--- src/rtl/galvo_point_scheduler.sv ---
// galvo_point_scheduler
// Takes one vector point per handshake and shifts X then Y as 16-bit words into
// the two-channel 12-bit galvo DAC over SPI. It then pulses LDAC and shows the
// point colour on the laser for a dwell time. If the jump from the previous
// point is long, the laser stays dark for a settle time before the dwell.
// Every output comes straight from a flop.
module galvo_point_scheduler #(
    parameter int SCLK_DIV     = 2,    // clk cycles per SCLK half-period
    parameter int LATCH_CYC    = 2,    // LDAC low-pulse width in clk cycles
    parameter int DWELL        = 500,  // clk cycles the point colour is shown
    parameter int SETTLE       = 200,  // blank cycles after a long jump, 0 disables
    parameter int BLANK_THRESH = 256   // jumps strictly above this get blanked
) (
    input  logic        clk_i,
    input  logic        rst_ni,
    input  logic        enable_i,
    input  logic        pt_valid_i,
    output logic        pt_ready_o,
    input  logic [11:0] pt_x_i,
    input  logic [11:0] pt_y_i,
    input  logic [2:0]  pt_rgb_i,
    output logic [2:0]  laser_rgb_o,
    output logic        dac_csn_o,
    output logic        dac_sclk_o,
    output logic        dac_mosi_o,
    output logic        dac_latchn_o,
    output logic        busy_o
);

    typedef enum logic [2:0] {
        S_IDLE,
        S_SHIFT_X,
        S_GAP,
        S_SHIFT_Y,
        S_LATCH,
        S_SETTLE,
        S_DWELL
    } state_e;

    localparam int CNT_W = 16;
    localparam logic [CNT_W-1:0] SCLK_HALF_LAST = CNT_W'(SCLK_DIV - 1);
    localparam logic [CNT_W-1:0] SCLK_BIT_LAST  = CNT_W'(2 * SCLK_DIV - 1);
    localparam logic [CNT_W-1:0] LATCH_LAST     = CNT_W'(LATCH_CYC - 1);
    localparam logic [CNT_W-1:0] SETTLE_LAST    = CNT_W'((SETTLE > 0) ? SETTLE - 1 : 0);
    localparam logic [CNT_W-1:0] DWELL_LAST     = CNT_W'(DWELL - 1);

    state_e           state_q, state_d;
    logic [CNT_W-1:0] cnt_q, cnt_d;
    logic [3:0]       bit_q, bit_d;
    logic [11:0]      x_q, x_d, y_q, y_d;
    logic [2:0]       rgb_q, rgb_d;
    logic [11:0]      prev_x_q, prev_x_d, prev_y_q, prev_y_d;
    logic             blank_q, blank_d;
    logic             ready_q, ready_d;
    logic             csn_q, csn_d;
    logic             sclk_q, sclk_d;
    logic             mosi_q, mosi_d;
    logic             latchn_q, latchn_d;
    logic [2:0]       laser_q, laser_d;
    logic             busy_q, busy_d;

    // DAC word: {channel, BUF=0, GA_n=1, SHDN_n=1, code}.
    logic [15:0] word_x, word_y, cur_word, accept_word_x;
    logic [11:0] dx, dy;
    logic [12:0] jump;

    assign word_x        = {4'b0011, x_q};
    assign word_y        = {4'b1011, y_q};
    assign accept_word_x = {4'b0011, pt_x_i};
    assign cur_word      = (state_q == S_SHIFT_Y) ? word_y : word_x;

    // Manhattan jump distance from the previously accepted point.
    always_comb begin
        dx   = (pt_x_i >= prev_x_q) ? (pt_x_i - prev_x_q) : (prev_x_q - pt_x_i);
        dy   = (pt_y_i >= prev_y_q) ? (pt_y_i - prev_y_q) : (prev_y_q - pt_y_i);
        jump = {1'b0, dx} + {1'b0, dy};
    end

    // Next-state and next-output logic; outputs are computed one cycle ahead.
    always_comb begin
        state_d  = state_q;
        cnt_d    = cnt_q;
        bit_d    = bit_q;
        x_d      = x_q;
        y_d      = y_q;
        rgb_d    = rgb_q;
        prev_x_d = prev_x_q;
        prev_y_d = prev_y_q;
        blank_d  = blank_q;
        ready_d  = ready_q;
        csn_d    = csn_q;
        sclk_d   = sclk_q;
        mosi_d   = mosi_q;
        latchn_d = latchn_q;
        laser_d  = laser_q;

        case (state_q)
            S_IDLE: begin
                if (pt_valid_i && ready_q) begin
                    // Accept the point. The laser keeps its old colour
                    // because the mirrors have not moved yet.
                    x_d      = pt_x_i;
                    y_d      = pt_y_i;
                    rgb_d    = pt_rgb_i;
                    prev_x_d = pt_x_i;
                    prev_y_d = pt_y_i;
                    blank_d  = (SETTLE > 0) && (int'(jump) > BLANK_THRESH);
                    ready_d  = 1'b0;
                    state_d  = S_SHIFT_X;
                    cnt_d    = '0;
                    bit_d    = 4'd15;
                    csn_d    = 1'b0;
                    sclk_d   = 1'b0;
                    mosi_d   = accept_word_x[15];
                end else begin
                    // Starved: blank the laser so the beam never parks on one spot.
                    ready_d = enable_i;
                    laser_d = 3'b000;
                end
            end

            S_SHIFT_X, S_SHIFT_Y: begin
                if (cnt_q == SCLK_BIT_LAST) begin
                    cnt_d  = '0;
                    sclk_d = 1'b0;
                    if (bit_q == 4'd0) begin
                        csn_d  = 1'b1;
                        mosi_d = 1'b0;
                        if (state_q == S_SHIFT_X) begin
                            state_d = S_GAP;
                        end else begin
                            state_d  = S_LATCH;
                            latchn_d = 1'b0;
                        end
                    end else begin
                        bit_d  = bit_q - 4'd1;
                        mosi_d = cur_word[bit_q - 4'd1];
                    end
                end else begin
                    cnt_d = cnt_q + 1'b1;
                    if (cnt_q == SCLK_HALF_LAST) begin
                        sclk_d = 1'b1;
                    end
                end
            end

            S_GAP: begin
                if (cnt_q == SCLK_HALF_LAST) begin
                    state_d = S_SHIFT_Y;
                    cnt_d   = '0;
                    bit_d   = 4'd15;
                    csn_d   = 1'b0;
                    mosi_d  = word_y[15];
                end else begin
                    cnt_d = cnt_q + 1'b1;
                end
            end

            S_LATCH: begin
                if (cnt_q == LATCH_LAST) begin
                    latchn_d = 1'b1;
                    cnt_d    = '0;
                    if (blank_q) begin
                        state_d = S_SETTLE;
                        laser_d = 3'b000;
                    end else begin
                        state_d = S_DWELL;
                        laser_d = rgb_q;
                    end
                end else begin
                    cnt_d = cnt_q + 1'b1;
                end
            end

            S_SETTLE: begin
                if (cnt_q == SETTLE_LAST) begin
                    state_d = S_DWELL;
                    cnt_d   = '0;
                    laser_d = rgb_q;
                end else begin
                    cnt_d = cnt_q + 1'b1;
                end
            end

            S_DWELL: begin
                if (cnt_q == DWELL_LAST) begin
                    // Hold the colour into IDLE so back-to-back points never go dark.
                    state_d = S_IDLE;
                    cnt_d   = '0;
                    ready_d = enable_i;
                end else begin
                    cnt_d = cnt_q + 1'b1;
                end
            end

            default: begin
                state_d = S_IDLE;
            end
        endcase

        busy_d = (state_d != S_IDLE);
    end

    // State, datapath and output registers; reset drops any point in flight.
    always_ff @(posedge clk_i or negedge rst_ni) begin
        if (!rst_ni) begin
            state_q  <= S_IDLE;
            cnt_q    <= '0;
            bit_q    <= '0;
            x_q      <= '0;
            y_q      <= '0;
            rgb_q    <= '0;
            prev_x_q <= '0;
            prev_y_q <= '0;
            blank_q  <= 1'b0;
            ready_q  <= 1'b0;
            csn_q    <= 1'b1;
            sclk_q   <= 1'b0;
            mosi_q   <= 1'b0;
            latchn_q <= 1'b1;
            laser_q  <= 3'b000;
            busy_q   <= 1'b0;
        end else begin
            state_q  <= state_d;
            cnt_q    <= cnt_d;
            bit_q    <= bit_d;
            x_q      <= x_d;
            y_q      <= y_d;
            rgb_q    <= rgb_d;
            prev_x_q <= prev_x_d;
            prev_y_q <= prev_y_d;
            blank_q  <= blank_d;
            ready_q  <= ready_d;
            csn_q    <= csn_d;
            sclk_q   <= sclk_d;
            mosi_q   <= mosi_d;
            latchn_q <= latchn_d;
            laser_q  <= laser_d;
            busy_q   <= busy_d;
        end
    end

    assign pt_ready_o   = ready_q;
    assign dac_csn_o    = csn_q;
    assign dac_sclk_o   = sclk_q;
    assign dac_mosi_o   = mosi_q;
    assign dac_latchn_o = latchn_q;
    assign laser_rgb_o  = laser_q;
    assign busy_o       = busy_q;

endmodule

--- config.mk ---
export PLATFORM = sky130hd
export DESIGN_NAME = galvo_point_scheduler
export DESIGN_NICKNAME = d
export VERILOG_FILES = /design/src/rtl/galvo_point_scheduler.sv
export SDC_FILE = /design/constraint.sdc
export NUM_CORES = 1
export LEC_CHECK = 0
export BUFFER_PORTS_ARGS = -buffer_cell sky130_fd_sc_hd__buf_4
export CAP_MARGIN = 0
export CORE_ASPECT_RATIO = 2
export CORE_UTILIZATION = 40
export DETAILED_ROUTE_END_ITERATION = 10
export HOLD_SLACK_MARGIN = 0.03
export SYNTH_ARGS = -nofsm -noshare
export SYNTH_HDL_FRONTEND = slang
export SYNTH_SLANG_ARGS = --single-unit
--- constraint.sdc ---
create_clock -name clk_i -period 7.1 [get_ports clk_i]
set_clock_uncertainty 0.15 [all_clocks]
set_input_delay 1.065 -clock clk_i [delete_from_list [all_inputs] [get_ports clk_i]]
set_output_delay 1.065 -clock clk_i [all_outputs]
set_load 0.02 [all_outputs]
==> metrics.txt, run 1 <==
Critical Path Slowest Stage Cell=a21oi_4; Buf/Inv on CP=2; cts hold-fix bufs=0; Critical Path Fanout Max=16; share of layout cells above drive strength 1=0.115; htree depth=3; Synth async-reset ratio=1.00; Mapped Area=5720 um2; fmax=194 MHz; ratio of final minimum period to clock period=0.728; FP Rows=61; die area=14800 um2; synthesis-to-layout area growth=12.9%; Top Ports=40; Crit path max-delay family=compound AO/OA/AOI/OAI gates; critical path startpoint=pt_x_i[2]; Register-to-Register Path Depth=15; Post-DP HPWL=12500 um; WL final=15900 um; DR DRC count=0; Worst path max stage delay=0.47 ns; Initial Util=0.411; R2R setup slack=2.32 ns; Clock Path Buffers=2; Die H=171 um; Fin Setup TNS=0 ns; slew margin rel.=0.244; worst hold margin=0.345 ns; CTS Buf Count=9; YS warnings=0; Tightest Pin Transition=1.13 ns; count of pins over their slew limit=0; via count of the first global-routing pass=5332; # nets final=813; reg2reg start=prev_x_q[5]; syn_nets=787; Setup crit end kind=register; WL per Instance=17.5 um; CP arrival=5.21 ns; DR iter-0 viols=190; Gate Count Post-Synth=690; clk_lat worst skew=0.34 ns; CP Class=input pin to register; Max-Cap Viols=0; Primary FF master, synth=dfrtp_1; critical path depth=17; Setup Buffers After CTS=0; Worst Path Required=7.14 ns; CP Capture Point=blank_q; Routed Antenna Nets=0; CTS-repair resized insts=0; vias per inst=5.70; min-delay worst type=register to register; Yosys reg bits=60; number of synthesized flops with an enable pin=0; Final Setup Violations=0; crit-path cells=buf_4 -> inv_1 -> ha_1 -> nand3_1 -> o311ai_0 -> a21oi_1 -> a21oi_4 -> mux2_2 -> a311oi_1 -> xnor2_1 -> ha_1 -> nor2b_1 -> o21ai_0 -> a22o_1 -> and4b_1 -> a2111oi_0 -> o22ai_1; Worst setup SP type=input pin; All-Layer GR Usage=0.228; CP dominant cell by count=ha_1; routed vias=5191; initial antenna violation count=0; Core ar.=13900 um2; min cycle time layout=5.17 ns; Port Buf Inserts=39; sequential share of the synthesized area=0.263; fillers=1391; diode count=0; Fin. Hold Viols=0; mean post-synth cell area=8.28 um2; R2R Path End=blank_q; CTS tree=built; Clock Sinks=60; DR pass1 iterations=5; gpl congestion=0.963; Clock transition at path regs=0.06 ns; first-pass GRT wire length=25900 um; largest net degree at the start of global routing=61; RSZ-0062 raised after global routing=false; Overflow after GRT=0; Distinct cells, synth=62; Chip Width=86.5 um; Clock Tree Root=clkbuf_16; outcome=complete, no violations; post-layout util=0.464
Yosys cell counts, drive strengths merged, types with 8 or more instances:
cell,n,area share
a21o,21,0.028
a21oi,46,0.042
a31oi,16,0.018
and3,14,0.015
buf,10,0.012
clkbuf,17,0.011
dfrtp,58,0.25
ha,61,0.13
inv,73,0.048
mux2i,16,0.028
nand2,68,0.045
nand3,13,0.011
nor2,33,0.022
nor2b,8,0.0088
nor3,21,0.018
nor4,8,0.011
o21ai,70,0.061
xnor2,12,0.018
xor2,15,0.023
kinds of logic after synthesis:
family | synth area share
compound gates | 0.246
xor+xnor | 0.0414
fa+ha+maj | 0.151
buf+inv | 0.0711
flops | 0.263
mux | 0.0661
simple gates | 0.161
routing by layer:
metal  part of all wire  track usage
met1               0.34        0.215
met2               0.54        0.427
met3              0.032       0.0318
met4              0.082        0.184
met5                  0            0
sequential cells by signal, summed over array words and instances, names as in the netlist:
name          cells
dac_latchn_o      1
cnt_q            16
dac_mosi_o        1
busy_o            1
state_q           3
rgb_q             3
dac_csn_o         1
blank_q           1
prev_y_q         12
prev_x_q         12
bit_q             4
laser_rgb_o       3
dac_sclk_o        1
pt_ready_o        1
through the flow:
step / instances / setup slack, ns / instance area [um2]
2_1_floorplan: 690 / 2.35 / 5720
3_3_place_gp: 894 / 1.88 / 6140
3_5_place_dp: 894 / 1.63 / 6140
4_1_cts: 910 / 1.97 / 6450
5_1_grt: 910 / 1.53 / 6450
6_report: 910 / 1.93 / 6450
worst min-delay path, delay by kind of cell (launching register included):
| family | cells | cell delay (ns) |
|---|---|---|
| compound gates | 1 | 0.06 |
| flops | 1 | 0.35 |
| simple gates | 1 | 0.05 |
layout make-up:
type	count	area [um2]	area share
clock buffer	10	239	0.0371
clock inverter	6	70.1	0.0109
inverter	73	274	0.0425
multi-input combinational	530	3810	0.591
sequential	60	1500	0.233
tap	189	236	0.0367
timing repair buffer	42	315	0.0489
placed cells by master, fill, tap and decap left out, drive strengths merged, types with 6 or more instances in the layout:
| master | Yosys | final |
|---|---|---|
| o211ai | 6 | 6 |
| nor4 | 8 | 8 |
| nor3 | 21 | 21 |
| nand2 | 68 | 68 |
| o21bai | 6 | 6 |
| and3 | 14 | 14 |
| o21ai | 70 | 70 |
| nor2 | 33 | 33 |
| xor2 | 15 | 15 |
| ha | 61 | 61 |
| mux2 | 6 | 6 |
| clkbuf | 17 | 10 |
| inv | 73 | 76 |
| o21a | 7 | 7 |
| mux4 | 6 | 6 |
| nand3 | 13 | 13 |
| a21o | 21 | 21 |
| a31oi | 16 | 16 |
| a21oi | 46 | 46 |
| nor2b | 8 | 8 |
| mux2i | 16 | 16 |
| buf | 10 | 42 |
| dfrtp | 58 | 58 |
| xnor2 | 12 | 12 |
worst min path at each step:
stage	cells after the start	endpoint	from	slack, ns
2_1_floorplan	1	cnt_q[0]	cnt_q[0]	0.34
3_3_place_gp	2	laser_rgb_o[1]	laser_rgb_o[1]	0.32
3_5_place_dp	2	laser_rgb_o[1]	laser_rgb_o[1]	0.34
4_1_cts	2	dac_csn_o	dac_csn_o	0.35
5_1_grt	2	dac_csn_o	dac_csn_o	0.37
6_report	2	laser_rgb_o[1]	laser_rgb_o[1]	0.35
Power of run 1 is left out: the tool's default activity adds up to more than one toggle a clock period on the data nets, which glitch-free logic cannot reach.
==> inputs of run 2 (changes only) <==
==> constraint.sdc (replaced) <==
create_clock -name clk_i -period 4.4 [get_ports clk_i]
set_clock_uncertainty 0.15 [all_clocks]
set_input_delay 0.66 -clock clk_i [delete_from_list [all_inputs] [get_ports clk_i]]
set_output_delay 0.66 -clock clk_i [all_outputs]
set_load 0.02 [all_outputs]
==> run 2 against run 1 <==
Compared with the run above:
- clock-buffer cell count is 1 lower
- critical path depth is 1 higher
- non-clock buffer count is 65 higher
- critical endpoint unchanged
- highest routed layer unchanged
==> metrics.txt, run 2 (same netlist as run 1, synthesis figures left out) <==
most frequent cells in the layout=buf_4, inv_1, nand2_1 (was inv_1, nand2_1, o21ai_0); Setup crit end kind=register (unchanged); routed vias=5376 (was 5191); WL final=16800 um (was 15900 um); Worst setup SP type=input pin (unchanged); # nets final=878 (was 813); biggest regs=cnt_q: 16 flops, prev_x_q: 12 flops, prev_y_q: 12 flops (unchanged); All-Layer GR Usage=0.241 (was 0.228); Initial Util=0.411 (unchanged); die area=14800 um2 (unchanged); fmax=237 MHz; Overflow after GRT=0 (unchanged); Top Ports=40 (unchanged); Largest Register=cnt_q (unchanged); slew margin rel.=0.234 (was 0.244); reg2reg start=prev_y_q[1] (was prev_x_q[5]); share of layout cells above drive strength 1=0.198 (was 0.115); Worst Path Required=4.46 ns (was 7.14 ns); worst hold margin=0.261 ns (was 0.345 ns); min cycle time layout=4.23 ns; Fin Setup TNS=0 ns (unchanged); Max-Cap Viols=0 (unchanged); vias per inst=5.51 (was 5.70); initial antenna violation count=0 (unchanged); Final Setup Violations=0 (unchanged); fin area=6990 um2 (was 6450 um2); post-layout util=0.503 (was 0.464); crit-path cells=buf_4 -> inv_1 -> ha_1 -> inv_1 -> fa_1 -> a211o_1 -> o211ai_1 -> a21oi_1 -> o221a_4 -> buf_4 -> mux2i_1 -> xor2_1 -> ha_1 -> nor2b_1 -> nor3_1 -> a221o_1 -> a2111oi_1 -> o22ai_1 (was buf_4 -> inv_1 -> ha_1 -> nand3_1 -> o311ai_0 -> a21oi_1 -> a21oi_4 -> mux2_2 -> a311oi_1 -> xnor2_1 -> ha_1 -> nor2b_1 -> o21ai_0 -> a22o_1 -> and4b_1 -> a2111oi_0 -> o22ai_1); CP Class=input pin to register (unchanged); Port Buf Inserts=39 (unchanged); Area after DPL=6630 um2 (was 6140 um2); clk_lat worst skew=0.34 ns (about the same); diode count=0 (unchanged); Routed Antenna Nets=0 (unchanged); Core ar.=13900 um2 (unchanged); DR DRC count=0 (unchanged); CTS Buf Count=9 (unchanged); WL per Instance=17.2 um (was 17.5 um); Fin. Hold Viols=0 (unchanged); critical path startpoint=pt_y_i[0] (was pt_x_i[2]); commonest non-fill, non-tap cell in the layout=buf_4 (was inv_1); Clock Path Buffers=2 (unchanged); largest net degree at the start of global routing=61 (unchanged); Worst path max stage delay=0.41 ns (was 0.47 ns); gpl congestion=0.908 (was 0.963); Critical Path Slowest Stage Cell=a2111oi_1 (was a21oi_4); first-pass GRT wire length=27200 um (was 25900 um); Post-DP HPWL=13400 um (was 12500 um); CP arrival=4.29 ns (was 5.21 ns); Clock Sinks=60 (unchanged); via count of the first global-routing pass=5576 (was 5332); Clock transition at path regs=0.06 ns (about the same); outcome=complete, no violations (unchanged); htree depth=3 (unchanged); DR iter-0 viols=153 (was 190); count of pins over their slew limit=0 (unchanged); Chip Width=86.5 um (unchanged); DR pass1 iterations=4 (was 5); Critical Path Fanout Max=13 (was 16); min-delay worst type=input pin to asynchronous set/reset pin (was register to register); Tightest Pin Transition=1.14 ns (was 1.13 ns); FP Rows=61 (unchanged); synthesis-to-layout area growth=22.4% (was 12.9%); RSZ-0062 raised after global routing=false (unchanged); CTS tree=built (unchanged); Die H=171 um (unchanged); max reg flops=16 (unchanged); ratio of final minimum period to clock period=0.961; Clock Tree Root=clkbuf_16 (unchanged)
-- run 2: cell count changes in the layout (fill, tap and decap cells not counted), moves of 2 or more --
| cell | delta |
|---|---|
| a2111oi_0 | -3 |
| a2111oi_1 | +3 |
| a21oi_1 | -3 |
| a21oi_2 | +3 |
| buf_4 | +64 |
| clkinvlp_4 | +2 |
| inv_6 | -2 |
| o21ai_0 | -3 |
| o21ai_1 | +3 |
-- run 2: worst paths after layout --
| kind | to | slack (ns) | cells past startpoint |
|---|---|---|---|
| max | blank_q | 0.17 | 18 |
| min | rgb_q[2] | 0.26 | 1 |
| max reg2reg | blank_q | 0.25 | 15 |
| min reg2reg | laser_rgb_o[2] | 0.33 | 2 |
| max in group asynchronous | bit_q[0] | 3.31 | 1 |
| min in group clk_i | laser_rgb_o[2] | 0.33 | 2 |
-- run 2: cell type report --
class | count | area (um2)
Clock inverter | 7 | 76.3
Clock buffer | 9 | 225
Sequential cell | 60 | 1500
Tap cell | 189 | 236
Multi-Input combinational cell | 530 | 3860
Timing Repair Buffer | 107 | 816
Fill cell | 1418 | 6900
Inverter | 73 | 274
-- run 2: metrics by stage --
stage / std cells / setup WS, ns
2_1_floorplan: 690 / 0.0556
3_3_place_gp: 958 / -0.312
3_5_place_dp: 958 / -0.381
4_1_cts: 974 / 0.0293
5_1_grt: 975 / 0.00611
6_report: 975 / 0.173
-- run 2: what timing repair did --
| action | 4_1_cts | 5_1_grt |
|---|---|---|
| setup endpoints to repair | 1 | 1 |
| hold endpoints to repair | 0 | 0 |
| hold buffers | 0 | 0 |
| pin swaps | 0 | 4 |
| gates resized for setup | 2 | 13 |
| setup buffers | 0 | 1 |
-- run 2: layer usage --
metal  wire length, um  GRT usage  up-vias
met1              5720      0.221     2546
met4              1180      0.160        0
met3               428     0.0333       52
li1                  -          -     2654
met5                 0          0        -
met2              9440      0.473      124
-- run 2: critical path: cells and delay by family --
| kind | cells | cell delay (ns) |
|---|---|---|
| AO/OA/AOI/OAI | 7 | 1.71 |
| XOR/XNOR | 1 | 0.34 |
| adder cells (fa/ha/maj) | 3 | 0.79 |
| buffers and inverters | 4 | 0.38 |
| multiplexers | 1 | 0.17 |
| AND/OR/NAND/NOR | 2 | 0.24 |
Power of run 2 is left out for the same reason.
==> inputs of run 3 (changes only) <==
--- a/config.mk
+++ b/config.mk
@@ -5,11 +5,11 @@
 export SDC_FILE = /design/constraint.sdc
 export NUM_CORES = 1
 export LEC_CHECK = 0
-export BUFFER_PORTS_ARGS = -buffer_cell sky130_fd_sc_hd__buf_4
 export CAP_MARGIN = 0
 export CORE_ASPECT_RATIO = 2
 export CORE_UTILIZATION = 40
 export DETAILED_ROUTE_END_ITERATION = 10
+export DONT_BUFFER_PORTS = 1
 export HOLD_SLACK_MARGIN = 0.03
 export SYNTH_ARGS = -nofsm -noshare
 export SYNTH_HDL_FRONTEND = slang
==> run 3 against run 2 <==
Compared with the run above:
- worst hold slack got worse by 0.23 ns
- first-iteration DRC count rose by 48%
- critical path depth is 1 lower
- final cell count shrank 6.2%
- critical path type is now register to register
- critical endpoint unchanged
- highest routed layer unchanged
==> metrics.txt, run 3 (same netlist as run 1, synthesis figures left out) <==
htree depth=3 (unchanged); WL per Instance=17.7 um (was 17.2 um); Clock Sinks=60 (unchanged); Chip Width=86.5 um (unchanged); DR pass1 iterations=5 (was 4); biggest regs=cnt_q: 16 flops, prev_x_q: 12 flops, prev_y_q: 12 flops (unchanged); routed vias=5190 (was 5376); Port Buf Inserts=0 (was 39); commonest non-fill, non-tap cell in the layout=inv_1 (was buf_4); Critical Path Slowest Stage Cell=dfrtp_1 (was a2111oi_1); CP dominant cell by count=nor2_1; via count of the first global-routing pass=5213 (was 5576); WL final=16200 um (was 16800 um); Critical Path Fanout Max=12 (was 13); Max-Cap Viols=0 (unchanged); count of pins over their slew limit=0 (unchanged); initial antenna violation count=0 (unchanged); CP Class=register to register (was input pin to register); Core ar.=13900 um2 (unchanged); Setup Buffers After CTS=0 (unchanged); Overflow after GRT=0 (unchanged); Largest Register=cnt_q (unchanged); Final Setup Violations=0 (unchanged); All-Layer GR Usage=0.228 (was 0.241); ratio of final minimum period to clock period=0.954 (was 0.961); die area=14800 um2 (unchanged); DR iter-0 viols=227 (was 153); Die H=171 um (unchanged); RSZ-0062 raised after global routing=false (unchanged); min cycle time layout=4.20 ns (was 4.23 ns); # nets final=818 (was 878); Worst path max stage delay=0.44 ns (was 0.41 ns); diode count=0 (unchanged); CTS Buf Count=9 (unchanged); Initial Util=0.411 (unchanged); crit-path cells=inv_1 -> fa_1 -> a211o_1 -> o211ai_1 -> a21oi_1 -> o221a_4 -> buf_4 -> mux2i_1 -> xor2_1 -> ha_1 -> o21a_1 -> o21ai_0 -> nor2_1 -> nor2_1 -> a221o_1 -> a2111oi_2 -> o22ai_1 (was buf_4 -> inv_1 -> ha_1 -> inv_1 -> fa_1 -> a211o_1 -> o211ai_1 -> a21oi_1 -> o221a_4 -> buf_4 -> mux2i_1 -> xor2_1 -> ha_1 -> nor2b_1 -> nor3_1 -> a221o_1 -> a2111oi_1 -> o22ai_1); fmax=238 MHz (was 237 MHz); CP arrival=4.26 ns (was 4.29 ns); outcome=complete, no violations (unchanged); gpl congestion=0.908 (about the same); synthesis-to-layout area growth=14.7% (was 22.4%); max reg flops=16 (unchanged); min-delay worst type=input pin to asynchronous set/reset pin (unchanged); Routed Antenna Nets=0 (unchanged); Crit path max-delay family=compound AO/OA/AOI/OAI gates (unchanged); DR DRC count=0 (unchanged); first-pass GRT wire length=25400 um (was 27200 um); Top Ports=40 (unchanged); largest net degree at the start of global routing=61 (unchanged); slew margin rel.=0.235 (was 0.234); Post-DP HPWL=12900 um (was 13400 um); Buf/Inv on CP=2 (was 4); vias per inst=5.67 (was 5.51); Clock Path Buffers=2 (unchanged); Worst Path Required=4.47 ns (was 4.46 ns); Tightest Pin Transition=1.14 ns (about the same); FP Rows=61 (unchanged); Fin Setup TNS=0 ns (unchanged); CTS tree=built (unchanged); Setup crit end kind=register (unchanged); clk_lat worst skew=0.34 ns (about the same); Clock transition at path regs=0.06 ns (about the same); share of layout cells above drive strength 1=0.131 (was 0.198); Fin. Hold Viols=0 (unchanged); Clock Tree Root=clkbuf_16 (unchanged); Worst setup SP type=register (was input pin); most frequent cells in the layout=inv_1, nand2_1, o21ai_0 (was buf_4, inv_1, nand2_1)
[run 3: stage by stage]
step / hold slack (ns) / utilization / area, um2 / std cells / setup WS (ns)
after floorplan: 0.214 / - / 5720 / 690 / 0.0556
after global placement: 0.216 / 0.444 / 6170 / 898 / -0.126
after detailed placement: 0.216 / 0.444 / 6170 / 898 / -0.204
after CTS: 0.0438 / 0.468 / 6510 / 915 / 0.0907
after global routing: 0.0543 / 0.472 / 6560 / 915 / 0.000950
final: 0.0312 / 0.472 / 6560 / 915 / 0.204
[run 3: final timing paths]
path,from,to,slack (ns),depth (start not counted)
max reg2reg,prev_y_q[1],blank_q,0.20,17
min,rst_ni,laser_rgb_o[0],0.03,1
max,prev_y_q[1],blank_q,0.20,17
min reg2reg,cnt_q[0],cnt_q[0],0.38,1
min in group clk_i,pt_x_i[1],prev_x_q[1],0.28,2
max in group asynchronous,rst_ni,dac_csn_o,3.74,1
[run 3: metal layers]
layer	GRT usage	share of wire	vias up
met3	0.0318	0.026	57
met5	0	0	-
li1	-	-	2537
met2	0.438	0.55	133
met1	0.206	0.34	2463
met4	0.183	0.081	0
[run 3: cell type report]
| class | count | area [um2] |
|---|---|---|
| clock inverter | 6 | 70.1 |
| tap | 189 | 236 |
| inverter | 73 | 274 |
| clock buffer | 10 | 239 |
| multi-input combinational | 530 | 3860 |
| sequential | 60 | 1500 |
| timing repair buffer | 47 | 373 |
| fill | 1423 | 7340 |
[run 3: timing repair]
item                                    in CTS  in global routing
endpoints found under the hold margin       60                  0
hold buffers                                 1                  0
endpoints found under the setup margin       0                  1
gates resized for setup                      0                 10
Power of run 3 is left out for the same reason.
